--- src/rtl/estimate_pkg.sv ---
// Shared types and constants for the estimate-array command sequencer.
// Command encodings match the array's com port.
package estimate_pkg;

    typedef enum logic [2:0] {
        CMD_INI   = 3'd0,
        CMD_ACC   = 3'd1,
        CMD_POOL  = 3'd2,
        CMD_NORM  = 3'd3,
        CMD_ACTIV = 3'd4,
        CMD_ACC8  = 3'd5,
        CMD_NORM8 = 3'd6,
        CMD_NOP   = 3'd7
    } com_t;

    // Cycles from com=ACTIV on the array port until activ is valid.
    localparam int unsigned ACTIV_LAT = 3;

    typedef enum logic [2:0] {
        StIdle,
        StIni,
        StAcc,
        StPool,
        StNorm,
        StActiv,
        StDrain,
        StDone
    } seq_state_t;

endpackage

--- src/rtl/estimate_seq_if.sv ---
// Array/input-buffer bus between the sequencer (master) and the estimate array plus
// its activation buffer (slave).
interface estimate_seq_if #(
    parameter int unsigned ADDR_W  = 16,
    parameter int unsigned IBUF_AW = 10
);
    logic [IBUF_AW-1:0] ibuf_addr;
    logic [31:0]        ibuf_rdata;
    logic [2:0]         com;
    logic [ADDR_W-1:0]  addr;
    logic [31:0]        data;
    logic [31:0]        activ;

    modport master (
        output ibuf_addr, com, addr, data,
        input  ibuf_rdata, activ
    );

    modport slave (
        input  ibuf_addr, com, addr, data,
        output ibuf_rdata, activ
    );
endinterface

--- src/rtl/estimate_seq_capture.sv ---
// Tracks each ACTIV command through the array latency and latches the resulting
// activ word, pulsing out_valid the cycle after the capture edge.
module estimate_seq_capture
    import estimate_pkg::*;
(
    input  logic        clk,
    input  logic        reset,
    input  com_t        com_i,
    input  logic [31:0] activ_i,
    output logic        out_valid_o,
    output logic [31:0] out_data_o
);

    logic [ACTIV_LAT-1:0] pipe_q, pipe_d;
    logic                 valid_q, valid_d;
    logic [31:0]          data_q, data_d;

    always_comb begin
        pipe_d  = {pipe_q[ACTIV_LAT-2:0], com_i == CMD_ACTIV};
        valid_d = pipe_q[ACTIV_LAT-1];
        data_d  = pipe_q[ACTIV_LAT-1] ? activ_i : data_q;
    end

    always_ff @(posedge clk or posedge reset) begin
        if (reset) begin
            pipe_q  <= '0;
            valid_q <= 1'b0;
            data_q  <= '0;
        end else begin
            pipe_q  <= pipe_d;
            valid_q <= valid_d;
            data_q  <= data_d;
        end
    end

    assign out_valid_o = valid_q;
    assign out_data_o  = data_q;

endmodule

--- src/rtl/estimate_seq.sv ---
// Layer command sequencer for the 32-lane estimate array: per output group issues
// INI / ACC x n_acc (per pool position) / POOL / NORM / ACTIV and captures the result.
module estimate_seq
    import estimate_pkg::*;
#(
    parameter int unsigned ADDR_W  = 16,
    parameter int unsigned IBUF_AW = 10,
    parameter int unsigned CNT_W   = 12
) (
    input  logic               clk,
    input  logic               reset,
    input  logic               start,
    input  logic               cfg_mode8,
    input  logic [CNT_W-1:0]   cfg_n_acc,
    input  logic [CNT_W-1:0]   cfg_n_pool,
    input  logic [CNT_W-1:0]   cfg_n_group,
    input  logic [ADDR_W-1:0]  cfg_pbase,
    input  logic [IBUF_AW-1:0] cfg_ibase,
    estimate_seq_if.master     bus,
    output logic               out_valid,
    output logic [31:0]        out_data,
    output logic               busy,
    output logic               done
);

    seq_state_t         state_q, state_d;
    logic               mode8_q, mode8_d;
    logic [CNT_W-1:0]   n_acc_q, n_acc_d;
    logic [CNT_W-1:0]   n_pool_q, n_pool_d;
    logic [CNT_W-1:0]   n_group_q, n_group_d;
    logic [IBUF_AW-1:0] ibase_q, ibase_d;
    logic [CNT_W-1:0]   k_q, k_d;
    logic [CNT_W-1:0]   p_q, p_d;
    logic [CNT_W-1:0]   g_q, g_d;
    logic [ADDR_W-1:0]  gbase_q, gbase_d;
    logic [IBUF_AW-1:0] iptr_q, iptr_d;
    com_t               com_q, com_d;
    logic [ADDR_W-1:0]  addr_q, addr_d;
    logic               cap_valid;

    always_comb begin
        state_d   = state_q;
        mode8_d   = mode8_q;
        n_acc_d   = n_acc_q;
        n_pool_d  = n_pool_q;
        n_group_d = n_group_q;
        ibase_d   = ibase_q;
        k_d       = k_q;
        p_d       = p_q;
        g_d       = g_q;
        gbase_d   = gbase_q;
        iptr_d    = iptr_q;
        com_d     = CMD_NOP;
        addr_d    = '0;

        unique case (state_q)
            StIdle: begin
                if (start) begin
                    // A zero count would never terminate its loop; run it once instead.
                    mode8_d   = cfg_mode8;
                    n_acc_d   = (cfg_n_acc == '0) ? CNT_W'(1) : cfg_n_acc;
                    n_pool_d  = (cfg_n_pool == '0) ? CNT_W'(1) : cfg_n_pool;
                    n_group_d = (cfg_n_group == '0) ? CNT_W'(1) : cfg_n_group;
                    ibase_d   = cfg_ibase;
                    iptr_d    = cfg_ibase;
                    gbase_d   = cfg_pbase;
                    k_d       = '0;
                    p_d       = '0;
                    g_d       = '0;
                    state_d   = StIni;
                end
            end
            StIni: begin
                com_d   = CMD_INI;
                state_d = StAcc;
            end
            StAcc: begin
                com_d  = mode8_q ? CMD_ACC8 : CMD_ACC;
                addr_d = gbase_q + ADDR_W'(k_q);
                iptr_d = iptr_q + IBUF_AW'(1);
                if (k_q == n_acc_q - CNT_W'(1)) begin
                    k_d     = '0;
                    state_d = StPool;
                end else begin
                    k_d = k_q + CNT_W'(1);
                end
            end
            StPool: begin
                com_d = CMD_POOL;
                if (p_q != n_pool_q - CNT_W'(1)) begin
                    p_d     = p_q + CNT_W'(1);
                    state_d = StAcc;
                end else begin
                    p_d     = '0;
                    state_d = StNorm;
                end
            end
            StNorm: begin
                com_d   = mode8_q ? CMD_NORM8 : CMD_NORM;
                addr_d  = gbase_q + ADDR_W'(n_acc_q);
                state_d = StActiv;
            end
            StActiv: begin
                com_d   = CMD_ACTIV;
                state_d = StDrain;
            end
            StDrain: begin
                // Hold until the group's activ word is out so groups never overlap.
                if (cap_valid) begin
                    if (g_q != n_group_q - CNT_W'(1)) begin
                        g_d     = g_q + CNT_W'(1);
                        gbase_d = gbase_q + ADDR_W'(n_acc_q) + ADDR_W'(1);
                        iptr_d  = ibase_q;
                        state_d = StIni;
                    end else begin
                        state_d = StDone;
                    end
                end
            end
            StDone: begin
                state_d = StIdle;
            end
            default: begin
                state_d = StIdle;
            end
        endcase
    end

    always_ff @(posedge clk or posedge reset) begin
        if (reset) begin
            state_q   <= StIdle;
            mode8_q   <= 1'b0;
            n_acc_q   <= '0;
            n_pool_q  <= '0;
            n_group_q <= '0;
            ibase_q   <= '0;
            k_q       <= '0;
            p_q       <= '0;
            g_q       <= '0;
            gbase_q   <= '0;
            iptr_q    <= '0;
            com_q     <= CMD_NOP;
            addr_q    <= '0;
        end else begin
            state_q   <= state_d;
            mode8_q   <= mode8_d;
            n_acc_q   <= n_acc_d;
            n_pool_q  <= n_pool_d;
            n_group_q <= n_group_d;
            ibase_q   <= ibase_d;
            k_q       <= k_d;
            p_q       <= p_d;
            g_q       <= g_d;
            gbase_q   <= gbase_d;
            iptr_q    <= iptr_d;
            com_q     <= com_d;
            addr_q    <= addr_d;
        end
    end

    // The buffer read launched during an ACC issue lands alongside the registered com.
    assign bus.ibuf_addr = iptr_q;
    assign bus.com       = com_q;
    assign bus.addr      = addr_q;
    assign bus.data      = (com_q == CMD_ACC || com_q == CMD_ACC8) ? bus.ibuf_rdata : '0;

    assign busy = (state_q != StIdle);
    assign done = (state_q == StDone);

    estimate_seq_capture u_capture (
        .clk         (clk),
        .reset       (reset),
        .com_i       (com_q),
        .activ_i     (bus.activ),
        .out_valid_o (cap_valid),
        .out_data_o  (out_data)
    );

    assign out_valid = cap_valid;

endmodule

--- src/flat_wrapper.sv ---
// flat-port wrapper written by rule: the top's interface ports become plain ports
module estimate_seq_flat import estimate_pkg::*;
#(
    parameter int unsigned ADDR_W  = 16,
    parameter int unsigned IBUF_AW = 10,
    parameter int unsigned CNT_W   = 12
)
  (clk, reset, start, cfg_mode8, cfg_n_acc, cfg_n_pool, cfg_n_group, cfg_pbase, cfg_ibase, out_valid, out_data, busy, done, bus_ibuf_addr, bus_com, bus_addr, bus_data, bus_ibuf_rdata, bus_activ);
  estimate_seq_if #(.ADDR_W(ADDR_W), .IBUF_AW(IBUF_AW)) bus_i ();
  input  logic clk;
  input  logic reset;
  input  logic start;
  input  logic cfg_mode8;
  input  logic [CNT_W-1:0] cfg_n_acc;
  input  logic [CNT_W-1:0] cfg_n_pool;
  input  logic [CNT_W-1:0] cfg_n_group;
  input  logic [ADDR_W-1:0] cfg_pbase;
  input  logic [IBUF_AW-1:0] cfg_ibase;
  output logic out_valid;
  output logic [31:0] out_data;
  output logic busy;
  output logic done;
  output wire logic [$bits(bus_i.ibuf_addr)-1:0] bus_ibuf_addr;
  output wire logic [$bits(bus_i.com)-1:0] bus_com;
  output wire logic [$bits(bus_i.addr)-1:0] bus_addr;
  output wire logic [$bits(bus_i.data)-1:0] bus_data;
  input wire logic [$bits(bus_i.ibuf_rdata)-1:0] bus_ibuf_rdata;
  input wire logic [$bits(bus_i.activ)-1:0] bus_activ;
  assign bus_ibuf_addr = bus_i.ibuf_addr;
  assign bus_com = bus_i.com;
  assign bus_addr = bus_i.addr;
  assign bus_data = bus_i.data;
  assign bus_i.ibuf_rdata = bus_ibuf_rdata;
  assign bus_i.activ = bus_activ;
  estimate_seq #(.ADDR_W(ADDR_W), .IBUF_AW(IBUF_AW), .CNT_W(CNT_W)) u_core (.clk(clk), .reset(reset), .start(start), .cfg_mode8(cfg_mode8), .cfg_n_acc(cfg_n_acc), .cfg_n_pool(cfg_n_pool), .cfg_n_group(cfg_n_group), .cfg_pbase(cfg_pbase), .cfg_ibase(cfg_ibase), .bus(bus_i), .out_valid(out_valid), .out_data(out_data), .busy(busy), .done(done));
endmodule
--- config.mk ---
export PLATFORM = sky130hd
export DESIGN_NAME = estimate_seq_flat
export DESIGN_NICKNAME = d
export VERILOG_FILES = /design/src/rtl/estimate_pkg.sv /design/src/rtl/estimate_seq_if.sv /design/src/rtl/estimate_seq_capture.sv /design/src/rtl/estimate_seq.sv /design/src/flat_wrapper.sv
export SDC_FILE = /design/constraint.sdc
export NUM_CORES = 1
export LEC_CHECK = 0
export ABC_AREA = 1
export CORE_ASPECT_RATIO = 0.5
export CORE_MARGIN = 1.5
export CORE_UTILIZATION = 47
export DETAILED_ROUTE_END_ITERATION = 10
export PLACE_DENSITY = 0.77
export SLEW_MARGIN = 30
export SYNTH_ARGS = -nofsm -noshare
export SYNTH_HDL_FRONTEND = slang
export SYNTH_HIERARCHICAL = 1
export SYNTH_SLANG_ARGS = --single-unit
--- constraint.sdc ---
create_clock -name clk -period 4.1 [get_ports clk]
set_clock_uncertainty 0.1 [all_clocks]
set_input_delay 0.41 -clock clk [delete_from_list [all_inputs] [get_ports clk]]
set_output_delay 0.41 -clock clk [all_outputs]
set_load 0.005 [all_outputs]
==> flow_metrics.env <==
export IMPL_grt_pass1_wl_um=51130
export IMPL_tightest_slew_ps=920.9
export IMPL_pin_count=226
export IMPL_fill_cells=2083
export IMPL_grt_start_max_net_pins=93
export IMPL_drt_pass1_iterations=6
export IMPL_maxSlewViolCount=0
export IMPL_p_sw_w=0.0007827
export IMPL_diodes=0
export IMPL_yosysMostFrequentCell="nand2_1"
export IMPL_hold_class="flop to flop"
export IMPL_postCtsSetupRepairBufs=0
export IMPL_rrSetupSlack_ps=1260
export IMPL_die_width_um=217.8
export IMPL_drt_wirelength_per_cell_um=15.56
export IMPL_ys_seq_area_frac=0.3856
export IMPL_hold_path_depth=0
export IMPL_cts_num_sinks=167
export IMPL_synth_flop_cell="dfrtp_1"
export IMPL_fin_hold_ws_ps=254.4
export IMPL_synth_edff_count=0
export IMPL_fmax_mhz=352.7
export IMPL_die_y_um=110.4
export IMPL_drtIter0Drc=853
export IMPL_r2r_start="u_core/n_acc_q[0]"
export IMPL_critPathLaunchType="flop"
export IMPL_period_share=0.6915
export IMPL_finalSetupViolations=0
export IMPL_run_status="completed"
export IMPL_io_buffers=225
export IMPL_switching_share=0.2331
export IMPL_yosysTopAreaCell="dfrtp_1"
export IMPL_synth_warnings=6
export IMPL_numCtsBuffers=17
export IMPL_cts_path_max_buffers=2
export IMPL_end_kind="flop"
export IMPL_hold_buffers=0
export IMPL_hold_viol_final=0
export IMPL_synth_avg_cell_area_um2=7.141
export IMPL_clock_latency_ps=440
export IMPL_clock_root_buffer="clkbuf_16"
export IMPL_multi_input_area_mm2=0.005692
export IMPL_power_internal_w=0.002576
export IMPL_synth_fp_nets=1683
export IMPL_seq_area_mm2=0.004183
export IMPL_grt_pass1_vias=10083
export IMPL_pwr_density_cell_mw_per_mm2=242.7
export IMPL_yosysUniqueCellTypes=54
export IMPL_min_to="u_core/u_capture/pipe_q[2]"
export IMPL_htree_levels=4
export IMPL_max_cap_violations=0
export IMPL_ir_drop_mv=0.1807
export IMPL_antenna_found_initial=0
export IMPL_wirelength_um=31940
export IMPL_combPwrFrac=0.053
export IMPL_netlist_area_leader_share=0.3784
export IMPL_start_util=0.4770
export IMPL_globalRouteOverflowTotal=0
export IMPL_cts_tree="built"
export IMPL_gp_congestion=0.9037
export IMPL_rr_worst_depth=14
export IMPL_num_vias=10614
export IMPL_rsz0062_at_grt="false"
export IMPL_critPathMaxFanout=5
export IMPL_synthArstFlopShare=1.000
export IMPL_path_class="flop to flop"
export IMPL_cp_required_ps=4330
export IMPL_power_leakage_nw=6.976
export IMPL_drive_above_1_share=0.06300
export IMPL_cts_clk_slew_worst_paths_ps=70
export IMPL_die_area_mm2=0.02405
export IMPL_cp_arrival_ps=3060
export IMPL_syn_inst=1519
export IMPL_dp_hpwl_um=24260
export IMPL_pwr_share_seq=0.490
export IMPL_max_slew_margin=0.3854
export IMPL_synthTopCellsByCount="nand2_1, inv_1, dfrtp_1"
export IMPL_fin_total_pwr_w=0.003358
export IMPL_period_minus_slack_ps=2835
export IMPL_regToRegEndpoint="u_core/gbase_q[12]"
export IMPL_area_growth_synth_to_final_pct=27.59
export IMPL_tns_ps=0
export IMPL_syn_area_mm2=0.01085
export IMPL_clock_power_share=0.456
export IMPL_ys_top_cells_by_area="dfrtp_1, nand2_1, inv_1"
export IMPL_postRouteAntennaNets=0
export IMPL_core_area_mm2=0.02274
export IMPL_rows=39
export IMPL_synth_seq_cells=167
export IMPL_fin_nets=1898
export IMPL_drt_vias_per_instance=5.170
export IMPL_cts_resized=0
export IMPL_hp_start="u_core/u_capture/pipe_q[1]"
export IMPL_track_usage=0.2692
export IMPL_drc_errors=0
[final cells by class]
cell class | count | share of cell area
Tap cell | 307 | 0.02776
Inverter | 188 | 0.05226
Sequential cell | 167 | 0.3022
Clock inverter | 11 | 0.006419
Timing Repair Buffer | 233 | 0.1671
Clock buffer | 20 | 0.03300
Multi-Input combinational cell | 1127 | 0.4113
[per-layer routing]
layer	track usage	vias to the layer above	wire length, um
li1	-	5275	-
met1	0.3643	4920	14440
met2	0.4338	366	14340
met3	0.06198	53	2443
met4	0.07218	0	709
met5	0	-	0
[power groups by stage]
| stage | Combinational, W | Clock, W | Sequential (W) |
|---|---|---|---|
| after floorplan | 0.0000315 | 0 | 0.00168 |
| after global placement | 0.000180 | 0 | 0.00168 |
| after detailed placement | 0.000181 | 0 | 0.00168 |
| after CTS | 0.000181 | 0.00156 | 0.00165 |
| after global routing | 0.000195 | 0.00163 | 0.00165 |
| final | 0.000179 | 0.00153 | 0.00165 |
[logic make-up (layout without fill, tap and decap cells)]
family	count (synthesis)	after routing	synth area share
fa+ha+maj	34	34	0.04060
flops	167	167	0.3856
buf+inv	225	452	0.08986
simple gates	843	843	0.3327
compound gates	180	180	0.09344
xor+xnor	70	70	0.05779
[layout by cell type (no fill, tap or decap), drive strengths merged, types with 10 or more instances in the layout]
master         count
nor3              13
or2               10
nand3            102
nand2            533
clkbuf            20
dfrtp            164
nand4             20
inv              194
a21oi             43
xnor2             16
o21ai             90
o22ai             27
xor2              53
nor4              12
clkdlybuf4s50    225
ha                32
nor2             147
[flip-flops by register name, indices dropped and copies added, names as in the netlist]
name,count
u_core/bus.addr,16
u_core/bus.ibuf_addr,10
u_core/u_capture/out_data_o,32
u_core/u_capture/pipe_q,3
u_core/n_group_q,12
u_core/ibase_q,10
u_core/n_acc_q,12
u_core/n_pool_q,12
u_core/state_q,3
u_core/g_q,12
u_core/mode8_q,1
u_core/p_q,12
u_core/bus.com,3
u_core/u_capture/out_valid_o,1
u_core/k_q,12
u_core/gbase_q,16
[worst max-delay path by stage]
| stage | from | slack, ps | end |
|---|---|---|---|
| detailed placement | u_core/n_acc_q[0] | 1380 | u_core/gbase_q[10] |
| global placement | u_core/n_acc_q[0] | 1430 | u_core/gbase_q[10] |
| global route | u_core/n_acc_q[0] | 1040 | u_core/gbase_q[14] |
| CTS | u_core/n_acc_q[0] | 1320 | u_core/gbase_q[12] |
| finish | u_core/n_acc_q[0] | 1260 | u_core/gbase_q[12] |
| floorplan | reset | 100 | u_core/bus.addr[0] |
[worst max-delay path: stages, from the launching register on]
cell	delay (ps)
dfrtp_1	400
ha_1	270
fa_1	570
ha_1	200
inv_1	60
nor2_2	110
nand3_1	130
nor2_1	190
nand3_2	140
nor2_4	200
nand3b_1	100
nand2_1	80
nand2_1	50
nand3_1	80
nand2_1	50
[through the flow]
step | setup WS [ps] | util | instance area [um2] | instances
after floorplan | 97.27 | - | 10850 | 1519
after global placement | 1428 | 0.5845 | 13290 | 2022
after detailed placement | 1382 | 0.5846 | 13290 | 2022
after CTS | 1321 | 0.6086 | 13840 | 2053
after global routing | 1044 | 0.6086 | 13840 | 2053
final | 1265 | 0.6086 | 13840 | 2053
No activity file was read; power rests on OpenSTA's default activity.
